File: config.mk
export PLATFORM = sky130hd
export DESIGN_NAME = seq_shift_unit
export DESIGN_NICKNAME = d
export VERILOG_FILES = /design/src/rtl/seq_shift_unit_pkg.sv /design/src/rtl/seq_shift_unit_shift_step.sv /design/src/rtl/seq_shift_unit.sv
export SDC_FILE = /design/constraint.sdc
export NUM_CORES = 1
export LEC_CHECK = 0
export BUFFER_PORTS_ARGS = -buffer_cell sky130_fd_sc_hd__buf_2
export CORE_MARGIN = 5
export CORE_UTILIZATION = 60
export CTS_CLUSTER_SIZE = 24
export DETAILED_ROUTE_END_ITERATION = 8
export HOLD_SLACK_MARGIN = 0.15
export PLACE_DENSITY_LB_ADDON = 0.12
export SLEW_MARGIN = 20
export SYNTH_ARGS = -nofsm -noshare
export SYNTH_HDL_FRONTEND = slang
export SYNTH_SLANG_ARGS = --single-unit
File: constraint.sdc
create_clock -name clk -period 5.2 [get_ports clk]
set_input_delay 0.52 -clock clk [delete_from_list [all_inputs] [get_ports clk]]
set_output_delay 0.52 -clock clk [all_outputs]
set_load 0.02 [all_outputs]
File: src/rtl/seq_shift_unit_pkg.sv
// Shared definitions for the multi-cycle shifter: op codes, FSM states and op decoding.
// Imported by the shifter top and its combinational step slice.
package seq_shift_unit_pkg;

    localparam int unsigned OP_W = 3;

    typedef enum logic [OP_W-1:0] {
        OP_SLL = 3'b000,
        OP_SRL = 3'b001,
        OP_SRA = 3'b010,
        OP_ROL = 3'b011,
        OP_ROR = 3'b100
    } shift_op_e;

    typedef enum logic [1:0] {
        ST_IDLE = 2'b00,
        ST_RUN  = 2'b01,
        ST_DONE = 2'b10
    } state_e;

    // Codes 101..111 have no meaning and are reported through out_err.
    function automatic logic op_legal(input logic [OP_W-1:0] op);
        return op <= OP_ROR;
    endfunction

endpackage

File: src/rtl/seq_shift_unit_shift_step.sv
// Combinational slice shifting/rotating WIDTH-bit data by k (0..STEP_MAX) for one op,
// returning the shifted word and the last bit that left the word.
module shift_step
    import seq_shift_unit_pkg::*;
#(
    parameter int unsigned WIDTH    = 32,
    parameter int unsigned STEP_MAX = 4,
    parameter int unsigned K_W      = $clog2(STEP_MAX + 1)
) (
    input  logic [WIDTH-1:0] data,
    input  logic [K_W-1:0]   k,
    input  shift_op_e        op,
    output logic [WIDTH-1:0] res,
    output logic             carry
);

    logic [WIDTH-1:0] pre_l;
    logic [WIDTH-1:0] pre_r;

    // Shifting by k-1 parks the final outgoing bit at the word edge for carry extraction.
    assign pre_l = data << (k - K_W'(1));
    assign pre_r = data >> (k - K_W'(1));

    always_comb begin
        res   = data;
        carry = 1'b0;
        case (op)
            OP_SLL: begin
                res   = data << k;
                carry = pre_l[WIDTH-1];
            end
            OP_SRL: begin
                res   = data >> k;
                carry = pre_r[0];
            end
            OP_SRA: begin
                res   = $signed(data) >>> k;
                carry = pre_r[0];
            end
            OP_ROL: begin
                res   = (data << k) | (data >> (WIDTH - k));
                carry = pre_l[WIDTH-1];
            end
            OP_ROR: begin
                res   = (data >> k) | (data << (WIDTH - k));
                carry = pre_r[0];
            end
            default: begin
                res   = data;
                carry = 1'b0;
            end
        endcase
        if (k == '0) begin
            res   = data;
            carry = 1'b0;
        end
    end

endmodule

File: src/rtl/seq_shift_unit.sv
// Multi-cycle shifter (SLL/SRL/SRA/ROL/ROR) advancing SHIFT_PER_CYC bits per clock,
// with valid/ready handshakes and carry/zero/error flags for the ALU flag logic.
module seq_shift_unit
    import seq_shift_unit_pkg::*;
#(
    parameter int unsigned WIDTH         = 32,
    parameter int unsigned SHAMT_W       = $clog2(WIDTH),
    parameter int unsigned SHIFT_PER_CYC = 4
) (
    input  logic               clk,
    input  logic               rst,
    input  logic               in_valid,
    output logic               in_ready,
    input  logic [WIDTH-1:0]   in_a,
    input  logic [SHAMT_W-1:0] in_shamt,
    input  logic [OP_W-1:0]    in_op,
    output logic               out_valid,
    input  logic               out_ready,
    output logic [WIDTH-1:0]   out_data,
    output logic               out_carry,
    output logic               out_zero,
    output logic               out_err
);

    localparam int unsigned K_W = $clog2(SHIFT_PER_CYC + 1);

    state_e             state_q, state_n;
    logic [WIDTH-1:0]   data_q, data_n;
    logic [OP_W-1:0]    op_q, op_n;
    logic [SHAMT_W-1:0] cnt_q, cnt_n;
    logic               carry_q, carry_n;
    logic               err_q, err_n;

    logic [K_W-1:0]     step;
    logic               last_step;
    logic [WIDTH-1:0]   step_res;
    logic               step_carry;

    assign last_step = cnt_q <= SHAMT_W'(SHIFT_PER_CYC);
    assign step      = last_step ? K_W'(cnt_q) : K_W'(SHIFT_PER_CYC);

    shift_step #(
        .WIDTH    (WIDTH),
        .STEP_MAX (SHIFT_PER_CYC),
        .K_W      (K_W)
    ) u_step (
        .data  (data_q),
        .k     (step),
        .op    (shift_op_e'(op_q)),
        .res   (step_res),
        .carry (step_carry)
    );

    always_ff @(posedge clk or posedge rst) begin
        if (rst) begin
            state_q <= ST_IDLE;
            data_q  <= '0;
            op_q    <= '0;
            cnt_q   <= '0;
            carry_q <= 1'b0;
            err_q   <= 1'b0;
        end else begin
            state_q <= state_n;
            data_q  <= data_n;
            op_q    <= op_n;
            cnt_q   <= cnt_n;
            carry_q <= carry_n;
            err_q   <= err_n;
        end
    end

    always_comb begin
        state_n = state_q;
        data_n  = data_q;
        op_n    = op_q;
        cnt_n   = cnt_q;
        carry_n = carry_q;
        err_n   = err_q;
        case (state_q)
            ST_IDLE: begin
                if (in_valid) begin
                    data_n  = in_a;
                    op_n    = in_op;
                    cnt_n   = in_shamt;
                    carry_n = 1'b0;
                    err_n   = !op_legal(in_op);
                    // Zero amounts and illegal ops bypass RUN and return the operand unchanged.
                    if (in_shamt == '0 || !op_legal(in_op)) begin
                        state_n = ST_DONE;
                    end else begin
                        state_n = ST_RUN;
                    end
                end
            end
            ST_RUN: begin
                data_n  = step_res;
                carry_n = step_carry;
                cnt_n   = cnt_q - SHAMT_W'(step);
                if (last_step) begin
                    state_n = ST_DONE;
                end
            end
            ST_DONE: begin
                if (out_ready) begin
                    state_n = ST_IDLE;
                end
            end
            default: state_n = ST_IDLE;
        endcase
    end

    assign in_ready  = state_q == ST_IDLE;
    assign out_valid = state_q == ST_DONE;
    assign out_data  = data_q;
    assign out_carry = carry_q;
    assign out_err   = err_q;
    assign out_zero  = data_q == '0;

endmodule

==> results of run 1 <==
[layer usage]
| metal | vias up | track usage |
|---|---|---|
| met5 | - | 0 |
| met4 | 0 | 0.205 |
| met3 | 156 | 0.0915 |
| met2 | 693 | 0.615 |
| met1 | 3192 | 0.553 |
| li1 | 2948 | - |
[cell families after synthesis]
kind of cell	after synthesis	share of synthesized area
other	1	0.000666
buffers and inverters	109	0.0858
adder cells (fa/ha/maj)	3	0.00667
multiplexers	78	0.154
AND/OR/NAND/NOR	288	0.237
flip-flops	44	0.196
XOR/XNOR	4	0.00756
AO/OA/AOI/OAI	254	0.313
[registers in the layout, summed over array words and instances, names as in the netlist]
name / cells
state_q: 2
out_carry: 1
cnt_q: 5
out_data: 32
out_err: 1
op_q: 3
[synth_stat cells (19+ instances only)]
library cell | number | area (µm²)
nor2_1 | 48 | 180
a211oi_1 | 22 | 165
nand2_1 | 129 | 484
mux2i_1 | 54 | 541
o21ai_0 | 39 | 195
dfrtp_1 | 44 | 1100
clkbuf_1 | 60 | 225
o32ai_1 | 24 | 210
nand3_1 | 30 | 150
a31oi_1 | 20 | 125
a21oi_1 | 50 | 250
mux2_2 | 19 | 214
[through the flow]
step	utilization	cells	hold WS, ns	cell area [µm²]
after floorplan	-	781	0.566	5630
after global placement	0.641	894	0.462	5890
after detailed placement	0.641	894	0.492	5890
after CTS	0.651	902	0.460	5980
after global routing	0.651	902	0.407	5990
final	0.651	902	0.358	5990
[worst max-delay path: stages, from the launching register on]
cell       delay, ns
dfrtp_1         0.53
nor4b_1         0.34
buf_4           0.22
inv_1           0.10
ha_1            0.27
ha_1            0.35
buf_4           0.25
or3_1           0.71
a2111oi_0       0.55
a21oi_1         0.12
[path summary, 6_finish.rpt]
kind	from	to	slack [ns]	cells after the start
hold / removal	rst	out_data[5]	0.36	2
setup reg to reg	cnt_q[2]	out_data[16]	1.62	9
hold reg to reg	out_err	out_err	0.51	2
setup / recovery	cnt_q[2]	out_data[16]	1.62	9
max in group asynchronous	rst	cnt_q[1]	4.26	2
min in group clk	in_op[2]	op_q[2]	0.46	2
[area by class of cell]
class | count | area (µm²) | area share
clock buffer | 8 | 90.1 | 0.0151
inverter | 15 | 62.6 | 0.0105
sequential | 44 | 1100 | 0.184
multi-input combinational | 628 | 4070 | 0.680
tap | 111 | 139 | 0.0232
timing repair buffer | 96 | 520 | 0.0870
[power breakdown]
group          internal [mW]  leakage, nW  total [mW]  switching (mW)
combinational           1.36         1.87        3.80            2.45
sequential             0.512        0.500        1.05           0.539
clock                  0.109       0.0455       0.240           0.131
==> flow_summary_export.csv, run 1 <==
group,metric,value,unit
min_path,hold_path_class,"in -> async",
detailed_routing,antenna_left,0,
clock_tree,numCtsBuffers,5,
global_routing,grt_pass1_vias,6387,
global_routing,track_usage,0.409,
power,p_leak,2.41,nW
sta,rsz0062_at_grt,"no",
place,finalWeightedCongestion,1.03,
layout,layout-drive-gt1-share,0.187,
synth,synth_area_per_cell,7.21,µm²
synth,synth_ff_type,"dfrtp_1",
job,maxCapViolCount,0,
detailed_routing,drc,0,
layout,fillers,836,
floorplan,rows,35,
worst_setup_path,required,5.37,ns
worst_setup_path,end_kind,"flip-flop",
clock_tree,htreeDepth,2,
sta,maxSlewViolCount,0,
sta,skew,0.0120,ns
clock_tree,post-cts-setup-buffer-count,0,
detailed_routing,avgViaCountPerCell,7.75,
power,power.total,5.10,mW
synth,yosys_warnings,0,
layout,areaGrowthSynthToFinish,6.36,%
floorplan,ios,81,
worst_setup_path,startpoint_type,"flip-flop",
clock_tree,ctsResizeCount,0,
global_routing,antenna_found_initial,0,
synth,ys_seq_area_frac,0.196,
detailed_routing,drtIter0Drc,1133,
synth,async_reset_ff_frac,1.00,
layout,finalNetCount,837,
place,hpwl,15.8,mm
synth,synth-seq-cells,44,
detailed_routing,wirelength,23.7,mm
sta,max_freq,280,MHz
sta,min_period,3.58,ns
detailed_routing,drt-met1-wl,8.72,mm
synth,synth.cell_area,5630,µm²
floorplan,start_util,0.612,
outcome,outcome,"finished clean",
sta,fin_crit_sh,0.688,
global_routing,grt_max_degree,70,
clock_tree,postCtsHoldBufs,0,
synth,syn_nets,828,
global_routing,overflow,0,
sta,tightest_slew,0.940,ns
power,vdd_drop_max,0.774,mV
global_routing,grt_pass1_wl,37.0,mm
detailed_routing,routedWlPerCell,26.3,µm
sta,setup_viol,0,
clock_tree,cts-root-buf,"clkbuf_8",
synth,syn_inst,781,
place,io_buffers,80,
detailed_routing,route.met3.wl,3.26,mm
detailed_routing,drtPass1Iterations,8,
synth,synth_edf_count,0,
clock_tree,cts_tree,"done",
layout,mostFrequentLayoutCells,"nand2_1 (129), buf_2 (80), mux2i_1 (54), a21oi_1 (50), nor2_1 (48)",
clock_tree,clk_pin_slew,0.09,ns
sta,hold_viol,0,
clock_tree,clock_path_buffers,2,
place,place_ws,1.72,ns
layout,antenna_cells,0,
floorplan,core_area,9200,µm²
synth,ys_types,72,
floorplan,fp.dieArea,11400,µm²
detailed_routing,dr_wl_met2,10.1,mm
clock_tree,clock-sinks,44,
detailed_routing,routed.top_layer,"met4",
floorplan,die_h,107,µm
clock_tree,clock_latency,0.31,ns
sta,slew_headroom,0.357,
sta,layout_setup_ws,1.62,ns
detailed_routing,vias,6989,
worst_setup_path,critPathArrivalTime,3.75,ns
sta,setup_tns,0,ns
power,power_density,851,nW/µm²
worst_setup_path,critical_path_class,"reg -> reg",
worst_setup_path,critPathMaxFanout,15,
layout,mostFrequentLayoutCell,"nand2_1",
floorplan,die_w,107,µm
Power figures use the tool's default switching activity.
==> inputs of run 2 (changes only) <==
==> constraint.sdc (replaced) <==
create_clock -name clk -period 3.45 [get_ports clk]
set_input_delay 0.345 -clock clk [delete_from_list [all_inputs] [get_ports clk]]
set_output_delay 0.345 -clock clk [all_outputs]
set_load 0.02 [all_outputs]
==> run 2 against run 1 <==
Core utilization up 1.3 points; global-route usage rose by 0.44 points; critical endpoint is now out_data[0]; critical path depth increased by 2; fmax grew 12%; cell area rose by 2.0%; largest cell class unchanged; final cell count increased by 1.6%; sequential power grew 44%; clock power increased by 74%; sequential share of layout area decreased by 0.37 points.
==> flow_summary_export.csv, run 2 (synthesis gave the netlist of run 1 again) <==
group,metric,value,unit
power,vdd_drop_max,0.684,mV
detailed_routing,vias,6997,
floorplan,fp.dieArea,11400,µm²
worst_setup_path,critPathSlowestCell,"dfrtp_1",
layout,antenna_cells,0,
power,power.total,7.87,mW
floorplan,ios,81,
worst_setup_path,critPathArrivalTime,3.43,ns
clock_tree,htreeDepth,2,
clock_tree,post-cts-setup-buffer-count,0,
layout,areaGrowthSynthToFinish,8.54,%
layout,fillers,816,
global_routing,grtUsageMet3,0.0831,
power,seq_power_share,0.192,
power,swShare,0.603,
clock_tree,postCtsHoldBufs,0,
worst_setup_path,critical_path_class,"reg -> reg",
global_routing,use_met2,0.597,
worst_setup_path,worstPathCellList,"nor4b_1 > inv_1 > ha_1 > ha_1 > buf_4 > o31ai_4 > buf_4 > buf_4 > o32ai_1 > nor2_1 > o2bb2ai_1",
worst_setup_path,cpLargestDelayFamily,"buffers and inverters",
place,finalWeightedCongestion,0.987,
worst_setup_path,end_kind,"flip-flop",
sta,tightest_slew,0.904,ns
clock_tree,clk_pin_slew,0.09,ns
detailed_routing,antenna_left,0,
floorplan,core_area,9200,µm²
clock_tree,numCtsBuffers,5,
layout,fin_area,6110,µm²
global_routing,antenna_found_initial,0,
worst_setup_path,r2r_start,"cnt_q[2]",
global_routing,grt_max_degree,70,
clock_tree,cts_tree,"done",
power,power_switching,4.74,mW
sta,min_period,3.20,ns
power,power_density,1290,nW/µm²
detailed_routing,drtIter0Drc,977,
global_routing,grt_pass1_wl,37.0,mm
layout,fin_cells,916,
layout,layout-drive-gt1-share,0.202,
layout,largest_reg_flops,32,
detailed_routing,wirelength,23.9,mm
place,dpl.cell_count,908,
job,maxCapViolCount,0,
clock_tree,clock_path_buffers,2,
worst_setup_path,cpMostUsedCell,"buf_4",
sta,maxSlewViolCount,0,
detailed_routing,drtPass1Iterations,6,
clock_tree,cts-root-buf,"clkbuf_8",
global_routing,track_usage,0.414,
power,intPower,3.12,mW
floorplan,rows,35,
power,p_clk_frac,0.053,
sta,setup_tns,0,ns
global_routing,use_met1,0.577,
sta,slew_headroom,0.397,
worst_setup_path,slowest_delay,0.53,ns
min_path,hold_path_class,"in -> async",
clock_tree,clock-sinks,44,
clock_tree,clock_latency,0.31,ns
sta,hold_viol,0,
detailed_routing,drc,0,
worst_setup_path,critPathMaxFanout,21,
layout,finish.utilization,0.664,
floorplan,die_h,107,µm
place,place_ws,0.323,ns
global_routing,busiest_layer,"met2",
power,pwr-share-comb,0.755,
worst_setup_path,worstSetupStartpoint,"cnt_q[2]",
sta,setup_viol,0,
outcome,outcome,"finished clean",
worst_setup_path,startpoint_type,"flip-flop",
global_routing,grt_pass1_vias,6415,
worst_setup_path,path_buf_inv,4,
sta,max_freq,312,MHz
global_routing,overflow,0,
detailed_routing,avgViaCountPerCell,7.64,
sta,rsz0062_at_grt,"no",
place,place_area,6000,µm²
floorplan,die_w,107,µm
sta,fin_hold_ws,0.179,ns
worst_setup_path,required,3.68,ns
power,p_leak,2.49,nW
layout,finalNetCount,851,
sta,fin_crit_sh,0.928,
place,io_buffers,80,
layout,mostFrequentLayoutCell,"nand2_1",
place,hpwl,16.4,mm
detailed_routing,routedWlPerCell,26.1,µm
layout,mostFrequentLayoutCells,"nand2_1 (129), buf_2 (80), mux2i_1 (54), a21oi_1 (50), nor2_1 (48)",
floorplan,start_util,0.612,
clock_tree,ctsResizeCount,0,
sta,skew,0.0120,ns
sta,layout_setup_ws,0.249,ns
run 2: power groups by stage:
stage | Sequential, mW | Clock [mW] | Combinational [mW]
floorplan | 1.21 | 0 | 4.20
global placement | 1.44 | 0 | 5.61
detailed placement | 1.46 | 0 | 5.70
CTS | 1.45 | 0.419 | 5.73
global route | 1.53 | 0.446 | 6.32
finish | 1.51 | 0.418 | 5.94
run 2: path summary, 6_finish.rpt:
kind	end	slack, ns	cells after the start
setup / recovery	out_data[0]	0.25	11
hold / removal	out_data[7]	0.18	2
setup reg to reg	out_data[0]	0.25	11
hold reg to reg	out_err	0.49	2
max in group asynchronous	cnt_q[1]	2.70	2
min in group clk	op_q[2]	0.28	2
run 2: worst register-to-register path, delay by kind of cell (launching register included):
family          cells  cell delay, ns
compound gates      3            0.52
fa+ha+maj           2            0.53
buf+inv             4            0.96
flops               1            0.53
simple gates        2            0.59
run 2: layout make-up:
type	instances	area, µm²	area share
multi-input combinational	628	4070	0.667
sequential	44	1100	0.180
timing repair buffer	110	626	0.102
tap	111	139	0.0227
clock buffer	6	72.6	0.0119
inverter	15	62.6	0.0102
clock inverter	2	35.0	0.00574
run 2: per-layer routing:
metal	up-vias	routed length, µm
met2	679	9900
met5	-	0
met4	0	1680
met3	150	3520
li1	2972	-
met1	3196	8780
==> inputs of run 3 (changes only) <==
--- a/config.mk
+++ b/config.mk
@@ -6,7 +6,7 @@
 export NUM_CORES = 1
 export LEC_CHECK = 0
 export BUFFER_PORTS_ARGS = -buffer_cell sky130_fd_sc_hd__buf_2
-export CORE_MARGIN = 5
+export CORE_MARGIN = 3
 export CORE_UTILIZATION = 60
 export CTS_CLUSTER_SIZE = 24
 export DETAILED_ROUTE_END_ITERATION = 8
==> run 3 against run 2 <==
Worst hold slack gained 0.0055 ns; register-to-register slack gained 0.02 ns; global-route usage grew 2.1 points; clock skew shrank 0.0058 ns; die area shrank 7.3%; first-iteration DRC count grew 6.3%; routed wire length shrank 1.8%; sequential power grew 3%; sequential cell count is the same; largest power group unchanged; critical endpoint is now out_data[30].
==> flow_summary_export.csv, run 3 (synthesis gave the netlist of run 1 again) <==
group,metric,value,unit
outcome,outcome,"finished clean",
sta,tightest_slew,0.977,ns
sta,hold_viol,0,
clock_tree,cts_tree,"done",
detailed_routing,drc,0,
worst_setup_path,required,3.69,ns
clock_tree,postCtsHoldBufs,0,
global_routing,overflow,0,
global_routing,grt_max_degree,70,
clock_tree,clock_latency,0.31,ns
detailed_routing,antenna_left,0,
job,maxCapViolCount,0,
clock_tree,clk_pin_slew,0.10,ns
power,power_density,1280,nW/µm²
power,vdd_drop_max,1.07,mV
sta,min_period,3.18,ns
sta,slew_headroom,0.346,
global_routing,grt_pass1_wl,35.4,mm
floorplan,fp.dieArea,10600,µm²
global_routing,antenna_found_initial,0,
layout,finalNetCount,851,
clock_tree,ctsResizeCount,0,
floorplan,start_util,0.630,
clock_tree,cts-root-buf,"clkbuf_8",
sta,max_freq,315,MHz
power,power.total,7.84,mW
min_path,hold_path_class,"in -> async",
sta,fin_crit_sh,0.921,
detailed_routing,wirelength,23.4,mm
layout,antenna_cells,0,
layout,areaGrowthSynthToFinish,8.45,%
worst_setup_path,startpoint_type,"flip-flop",
global_routing,track_usage,0.435,
floorplan,die_h,103,µm
detailed_routing,routedWlPerCell,25.7,µm
place,finalWeightedCongestion,1.06,
clock_tree,clock-sinks,44,
global_routing,grt_pass1_vias,6276,
worst_setup_path,critPathArrivalTime,3.41,ns
place,place_ws,0.367,ns
worst_setup_path,end_kind,"flip-flop",
layout,mostFrequentLayoutCells,"nand2_1 (129), buf_2 (80), mux2i_1 (54), a21oi_1 (50), nor2_1 (48)",
sta,rsz0062_at_grt,"no",
clock_tree,post-cts-setup-buffer-count,0,
layout,mostFrequentLayoutCell,"nand2_1",
detailed_routing,vias,6932,
clock_tree,htreeDepth,2,
clock_tree,numCtsBuffers,5,
sta,skew,0.00617,ns
layout,layout-drive-gt1-share,0.202,
floorplan,rows,34,
worst_setup_path,critical_path_class,"reg -> reg",
place,io_buffers,80,
sta,setup_viol,0,
layout,largest_reg_flops,32,
sta,fin_hold_ws,0.184,ns
clock_tree,clock_path_buffers,2,
floorplan,ios,81,
floorplan,die_w,103,µm
power,p_leak,2.48,nW
floorplan,core_area,8930,µm²
detailed_routing,drtIter0Drc,1039,
place,hpwl,16.1,mm
sta,layout_setup_ws,0.273,ns
sta,maxSlewViolCount,0,
sta,setup_tns,0,ns
detailed_routing,avgViaCountPerCell,7.59,
worst_setup_path,critPathMaxFanout,21,
detailed_routing,drtPass1Iterations,6,
run 3: power breakdown:
part | switching (mW) | internal (mW)
clock network | 0.210 | 0.164
logic | 3.72 | 2.18
registers | 0.786 | 0.772
run 3: worst max-delay path, cell delays in order (launching register included):
cell and delay [ns]:
dfrtp_1 0.50, nor4b_1 0.48, inv_1 0.18, ha_1 0.30
ha_1 0.22, buf_4 0.22, o31ai_4 0.28, buf_4 0.30
o32ai_1 0.16, a311o_1 0.30, o22ai_1 0.15
run 3: metal layers:
layer / track usage / wire length [µm] / up-vias
li1: - / - / 2973
met1: 0.576 / 8570 / 3174
met2: 0.672 / 10200 / 645
met3: 0.114 / 3270 / 140
met4: 0.185 / 1380 / 0
met5: 0 / 0 / -
run 3: stage by stage:
stage	cells	area [µm²]	utilization
6_report	913	6100	0.683
5_1_grt	913	6100	0.683
4_1_cts	913	6100	0.683
3_5_place_dp	905	6010	0.673
3_3_place_gp	905	6010	0.673
2_1_floorplan	781	5630	-
run 3: final timing paths:
| path | from | end | slack (ns) | cells after the start |
|---|---|---|---|---|
| max | cnt_q[3] | out_data[30] | 0.27 | 10 |
| max in group asynchronous | rst | cnt_q[1] | 2.71 | 2 |
| max reg2reg | cnt_q[3] | out_data[30] | 0.27 | 10 |
| min | rst | state_q[1] | 0.18 | 2 |
| min reg2reg | out_err | out_err | 0.52 | 2 |
| min in group clk | in_shamt[4] | cnt_q[4] | 0.27 | 3 |
run 3: cell type report:
type                            instances  area (µm²)
Inverter                               15        62.6
Fill cell                             760        2830
Sequential cell                        44        1100
Clock buffer                            7        86.3
Tap cell                              108         135
Timing Repair Buffer                  110         638
Multi-Input combinational cell        628        4070
Clock inverter                          1        7.51
